File: src/rtl/uart_digit_rx.sv
// ============================================================================
// uart_digit_rx : 8N1 UART receiver reporting bytes and ASCII decimal digits
// Rev 1.0
// ============================================================================
`default_nettype none

module uart_digit_rx #(
  parameter int CLK_FREQ = 27000000,
  parameter int BAUD     = 9600
) (
  input  logic       clk,
  input  logic       rst_n,
  input  logic       rxd,
  output logic [7:0] byte_data,
  output logic       byte_valid,
  output logic [3:0] digit,
  output logic       digit_valid,
  output logic       framing_err
);

  localparam int CLKS_PER_BIT = CLK_FREQ / BAUD;
  localparam int HALF_BIT     = CLKS_PER_BIT / 2;
  localparam int CNT_W        = $clog2(CLKS_PER_BIT);

  localparam logic [CNT_W-1:0] C_BIT_LAST  = CNT_W'(CLKS_PER_BIT - 1);
  localparam logic [CNT_W-1:0] C_HALF_LAST = CNT_W'(HALF_BIT - 1);
  localparam logic [CNT_W-1:0] C_CNT_ONE   = CNT_W'(1);

  typedef enum logic [2:0] {
    S_IDLE  = 3'd0,
    S_START = 3'd1,
    S_DATA  = 3'd2,
    S_STOP  = 3'd3,
    S_BREAK = 3'd4
  } state_t;

  state_t           state_q, state_d;
  logic [1:0]       sync_q, sync_d;
  logic [CNT_W-1:0] cnt_q, cnt_d;
  logic [2:0]       idx_q, idx_d;
  logic [7:0]       shift_q, shift_d;
  logic [7:0]       byte_q, byte_d;
  logic [3:0]       digit_q, digit_d;
  logic             bv_q, bv_d;
  logic             dv_q, dv_d;
  logic             fe_q, fe_d;

  logic rx_s;
  logic is_digit;

  assign rx_s     = sync_q[1];
  // ASCII '0'..'9' share the upper nibble 0x3, so the low nibble is the value
  assign is_digit = (shift_q >= 8'h30) && (shift_q <= 8'h39);

  always_comb begin
    sync_d  = {sync_q[0], rxd};
    state_d = state_q;
    cnt_d   = cnt_q;
    idx_d   = idx_q;
    shift_d = shift_q;
    byte_d  = byte_q;
    digit_d = digit_q;
    bv_d    = 1'b0;
    dv_d    = 1'b0;
    fe_d    = 1'b0;

    case (state_q)
      S_IDLE: begin
        if (!rx_s) begin
          state_d = S_START;
          cnt_d   = '0;
        end
      end

      S_START: begin
        if (cnt_q == C_HALF_LAST) begin
          cnt_d = '0;
          idx_d = 3'd0;
          // A line that is high again at mid-start-bit was only a glitch
          state_d = rx_s ? S_IDLE : S_DATA;
        end else begin
          cnt_d = cnt_q + C_CNT_ONE;
        end
      end

      S_DATA: begin
        if (cnt_q == C_BIT_LAST) begin
          cnt_d   = '0;
          shift_d = {rx_s, shift_q[7:1]};
          if (idx_q == 3'd7) begin
            state_d = S_STOP;
          end else begin
            idx_d = idx_q + 3'd1;
          end
        end else begin
          cnt_d = cnt_q + C_CNT_ONE;
        end
      end

      S_STOP: begin
        if (cnt_q == C_BIT_LAST) begin
          cnt_d = '0;
          if (rx_s) begin
            byte_d  = shift_q;
            bv_d    = 1'b1;
            state_d = S_IDLE;
            if (is_digit) begin
              digit_d = shift_q[3:0];
              dv_d    = 1'b1;
            end
          end else begin
            fe_d    = 1'b1;
            state_d = S_BREAK;
          end
        end else begin
          cnt_d = cnt_q + C_CNT_ONE;
        end
      end

      // Hold off until the line returns high so a stuck-low line is not a 0x00 stream
      S_BREAK: begin
        if (rx_s) begin
          state_d = S_IDLE;
        end
      end

      default: begin
        state_d = S_IDLE;
      end
    endcase
  end

  always_ff @(posedge clk or negedge rst_n) begin
    if (!rst_n) begin
      sync_q  <= 2'b11;
      state_q <= S_IDLE;
      cnt_q   <= '0;
      idx_q   <= 3'd0;
      shift_q <= 8'h00;
      byte_q  <= 8'h00;
      digit_q <= 4'd0;
      bv_q    <= 1'b0;
      dv_q    <= 1'b0;
      fe_q    <= 1'b0;
    end else begin
      sync_q  <= sync_d;
      state_q <= state_d;
      cnt_q   <= cnt_d;
      idx_q   <= idx_d;
      shift_q <= shift_d;
      byte_q  <= byte_d;
      digit_q <= digit_d;
      bv_q    <= bv_d;
      dv_q    <= dv_d;
      fe_q    <= fe_d;
    end
  end

  assign byte_data   = byte_q;
  assign byte_valid  = bv_q;
  assign digit       = digit_q;
  assign digit_valid = dv_q;
  assign framing_err = fe_q;

endmodule

`default_nettype wire

File: config.mk
export PLATFORM = sky130hd
export DESIGN_NAME = uart_digit_rx
export DESIGN_NICKNAME = d
export VERILOG_FILES = /design/src/rtl/uart_digit_rx.sv
export SDC_FILE = /design/constraint.sdc
export NUM_CORES = 1
export LEC_CHECK = 0
export BUFFER_PORTS_ARGS = -buffer_cell sky130_fd_sc_hd__buf_2
export CAP_MARGIN = 40
export CORE_UTILIZATION = 55
export CTS_CLUSTER_SIZE = 25
export DETAILED_ROUTE_END_ITERATION = 8
export PLACE_DENSITY_LB_ADDON = 0.15
export SLEW_MARGIN = 5
export SYNTH_ARGS = -nofsm -noshare
export SYNTH_HDL_FRONTEND = slang
export SYNTH_SLANG_ARGS = --single-unit
export TNS_END_PERCENT = 5
File: constraint.sdc
create_clock -name clk -period 2.7 [get_ports clk]
set_clock_uncertainty 0.05 [all_clocks]
set_input_delay 0.54 -clock clk [delete_from_list [all_inputs] [get_ports clk]]
set_output_delay 0.54 -clock clk [all_outputs]
set_load 0.02 [all_outputs]
==> results.txt <==
----------------------------------------------------
[STA]
  Final max-slew violation count ... 0
  Final Setup Violations ... 0
  Slew of the pin with the lowest slew margin ... 0.617 ns
  Final worst path period need ... 2.31 ns
  Crit share post-route ... 85.5%
  Maximum operating frequency ... 433 MHz
  Hold_ws ... 0.295 ns
  Unrepaired setup endpoints after global routing ... no
  Total negative slack ... 0 ns
  Slew Limit Headroom ... 58.9%
  Final Hold Fails ... 0

[Worst setup path]
  Count of cells along the worst register-to-register path ... 5
  Worst reg2reg path endpoint ... state_q[0]
  Critical path buffers and inverters ... 0
  Setup slack, reg-to-reg ... 0.39 ns
  Required time of the worst setup path ... 2.80 ns
  Delay-heaviest family, CP ... simple AND/OR/NAND/NOR gates
  Critical Path Slowest Stage Cell ... sky130_fd_sc_hd__or3_1
  Maximum fanout encountered on the critical timing path ... 6
  Longest individual stage delay on the worst path ... 0.59 ns
  Critical path startpoint category ... flip-flop
  Worst EP arrival ... 2.41 ns
  Critical path, cell by cell ... ha_1, nand4b_1, or3_1, xnor2_1, a2111oi_0
  Crit end category ... flip-flop
  Critical R2R Launch ... cnt_q[0]
  Worst Setup Path Type ... reg2reg

[Pwr]
  Power Total ... 1.15 mW
  Total leakage power ... 1.14 nW
  Worst ir drop on vdd ... 345 µV
  Power per Cell Area ... 490 nW/µm²

[Drt]
  DRC Markers ... 0
  Number of nets still failing antenna checks after routing ... 0
  Drt total wl ... 3.95 mm
  Drt initial violations ... 50
  Overall via count from detail_route ... 1471
  Post-DR wirelength/cell ... 15.6 µm
  First-pass iteration count of the detailed router ... 4
  Number of vias per cell ... 5.81

[CTS]
  Number of clock sinks ... 43
  H-tree lvl count ... 2
  TritonCTS clock tree ... yes
  Post-CTS resize count ... 0
  Number of setup buffers added after CTS ... 0
  Insertion delay to the later sink of the worst-skew pair ... 0.29 ns
  TritonCTS buffer count ... 5
  Worst-path clk slew ... 0.08 ns
  Cell at the root of the clock tree ... sky130_fd_sc_hd__clkbuf_8
  Number of buffers between clock root and the deepest sink ... 2

[Finish]
  Final layout net count ... 211
  Fillcell total ... 286
  Commonest non-fill, non-tap cells in the layout ... sky130_fd_sc_hd__dfrtp_1, sky130_fd_sc_hd__mux2_2, sky130_fd_sc_hd__buf_2, sky130_fd_sc_hd__nand2_1, sky130_fd_sc_hd__nor2_1
  Most common cell after layout, fill and taps aside ... sky130_fd_sc_hd__dfrtp_1
  Final core utilization ... 64.4%
  Final design area excluding fillers ... 2360 µm²
  Number of diodes added for antenna fixing ... 0
  Share of final-layout standard cells stronger than drive strength 1 ... 28.3%
  Growth of design area from synthesis to finish ... 12.0%

[Synthesis]
  Average size of a mapped cell ... 11.4 µm²
  Total number of yosys warnings ... 0
  Register bit total from synthesis ... 43
  Number of synthesized flops with an enable pin ... 0
  Syn nets ... 191
  Netlist Area Pre-Place ... 2100 µm²
  FFs w/ async S/R, synth ... 100%
  Primary FF master, synth ... sky130_fd_sc_hd__dfrtp_1
  Netlist cell types ... 46
  Sequential share of the synthesized area ... 51.2%
  Post-synthesis instance total ... 184

[Floorplan]
  IO Pins ... 18
  Initial cell density of the core ... 57.5%
  Die X-Extent ... 63.9 µm
  Die area ... 4080 µm²
  Area of the core region ... 3660 µm²
  Die height ... 63.9 µm
  Number of core rows ... 22

[Global routing]
  Maximum number of pins on one net before global-route repair ... 42
  Antenna violations before repair ... 0
  Total overflow reported by the global router ... 0
  Total GRT Usage ... 23.0%
  Number of global-route vias before repair ... 1480
  Global-route wire length before repair ... 7.04 mm

[Min path]
  Hold Crit Depth ... 1
  Class of the worst hold path ... in2reg
  Sink of the worst hold path ... sync_q[0]
  Hold Crit Start ... rxd

[Run]
  Max-capacitance violation count ... 0

[Placement]
  HPWL after detailed placement ... 2.85 mm
  Placer congestion estimate ... 0.889
  Area after DPL ... 2240 µm²
  Buffers on Ports ... 17

[Run status]
  Result of the run ... completed

----------------------------------------------------
## final cells by class
class | instances | area, µm² | share of cell area [%]
inverters | 6 | 22.5 | 0.956
clock inverters | 2 | 37.5 | 1.59
clock buffers | 6 | 72.6 | 3.08
well taps | 48 | 60.1 | 2.55
repair buffers | 19 | 115 | 4.89
flip-flops and latches | 43 | 1080 | 45.8
multi-input cells | 129 | 970 | 41.2
## cells by family after synthesis
kind of cell,share of synthesized area [%]
AND/OR/NAND/NOR,19.9
flip-flops,51.2
AO/OA/AOI/OAI,10.3
multiplexers,12.2
buffers and inverters,2.67
adder cells (fa/ha/maj),2.38
XOR/XNOR,1.25
## metrics by stage
stage / setup WS, ns / cells
floorplan: 0.796 / 184
global route: 0.167 / 253
CTS: 0.369 / 253
finish: 0.393 / 253
global placement: 0.536 / 243
detailed placement: 0.386 / 244
## how the worst max path moves through the flow
stage / from / end / slack, ns / depth (start not counted)
detailed placement: cnt_q[0] / state_q[0] / 0.39 / 5
global placement: cnt_q[1] / cnt_q[6] / 0.54 / 6
floorplan: cnt_q[0] / digit[0] / 0.80 / 6
CTS: cnt_q[0] / state_q[0] / 0.37 / 5
finish: cnt_q[0] / state_q[0] / 0.39 / 5
global route: cnt_q[0] / state_q[0] / 0.17 / 5
## where the power goes
group | switching [mW] | internal [mW] | total [mW] | leakage, nW
Sequential | 0.00208 | 0.646 | 0.648 | 0.579
Clock | 0.212 | 0.276 | 0.488 | 0.0514
Combinational | 0.0129 | 0.00518 | 0.0181 | 0.514
## cell usage after synthesis (2+ instances only)
| cell type | n | area share, % |
|---|---|---|
| sky130_fd_sc_hd__dfrtp_1 | 41 | 49 |
| sky130_fd_sc_hd__mux2_2 | 22 | 12 |
| sky130_fd_sc_hd__nand2_1 | 16 | 2.9 |
| sky130_fd_sc_hd__nor2_1 | 8 | 1.4 |
| sky130_fd_sc_hd__o21ai_0 | 7 | 1.7 |
| sky130_fd_sc_hd__inv_1 | 6 | 1.1 |
| sky130_fd_sc_hd__nand3_1 | 5 | 1.2 |
| sky130_fd_sc_hd__nor3_1 | 5 | 1.2 |
| sky130_fd_sc_hd__o211ai_1 | 5 | 1.8 |
| sky130_fd_sc_hd__a21oi_1 | 4 | 0.95 |
| sky130_fd_sc_hd__ha_1 | 4 | 2.4 |
| sky130_fd_sc_hd__nand4_1 | 4 | 1.2 |
| sky130_fd_sc_hd__nand4b_1 | 4 | 1.7 |
| sky130_fd_sc_hd__nor2b_1 | 4 | 1.2 |
| sky130_fd_sc_hd__nor4_1 | 4 | 1.2 |
| sky130_fd_sc_hd__nand2b_1 | 3 | 0.89 |
| sky130_fd_sc_hd__o22ai_1 | 3 | 0.89 |
| sky130_fd_sc_hd__xnor2_1 | 3 | 1.2 |
| sky130_fd_sc_hd__a22oi_1 | 2 | 0.71 |
| sky130_fd_sc_hd__buf_2 | 2 | 0.48 |
| sky130_fd_sc_hd__dfstp_2 | 2 | 2.5 |
| sky130_fd_sc_hd__nor2_8 | 2 | 1.9 |
| sky130_fd_sc_hd__nor3_4 | 2 | 1.5 |
| sky130_fd_sc_hd__o21bai_1 | 2 | 0.71 |
| sky130_fd_sc_hd__or2_2 | 2 | 0.59 |
| sky130_fd_sc_hd__or3_1 | 2 | 0.59 |
## state kept, by name, summed over array words and instances (netlist names)
name,count
cnt_q,12
byte_data,8
state_q,3
framing_err,1
sync_q,2
idx_q,3
byte_valid,1
digit,4
shift_q,8
digit_valid,1
## routing by layer
| metal | GRT usage, % | share of wire (%) | up-vias | wire, µm |
|---|---|---|---|---|
| li1 | - | - | 711 | - |
| met5 | 0 | 0 | - | 0 |
| met4 | 7.67 | 1.3 | 0 | 53 |
| met1 | 30.9 | 46 | 723 | 1810 |
| met3 | 6.79 | 4.1 | 5 | 161 |
| met2 | 35.6 | 49 | 32 | 1920 |
## what timing repair did
| action | in CTS | in global routing |
|---|---|---|
| hold buffers | 1 | 0 |
| setup endpoints to repair | 0 | 0 |
| hold endpoints to repair | 2 | 0 |
No activity file was read; power rests on OpenSTA's default activity.
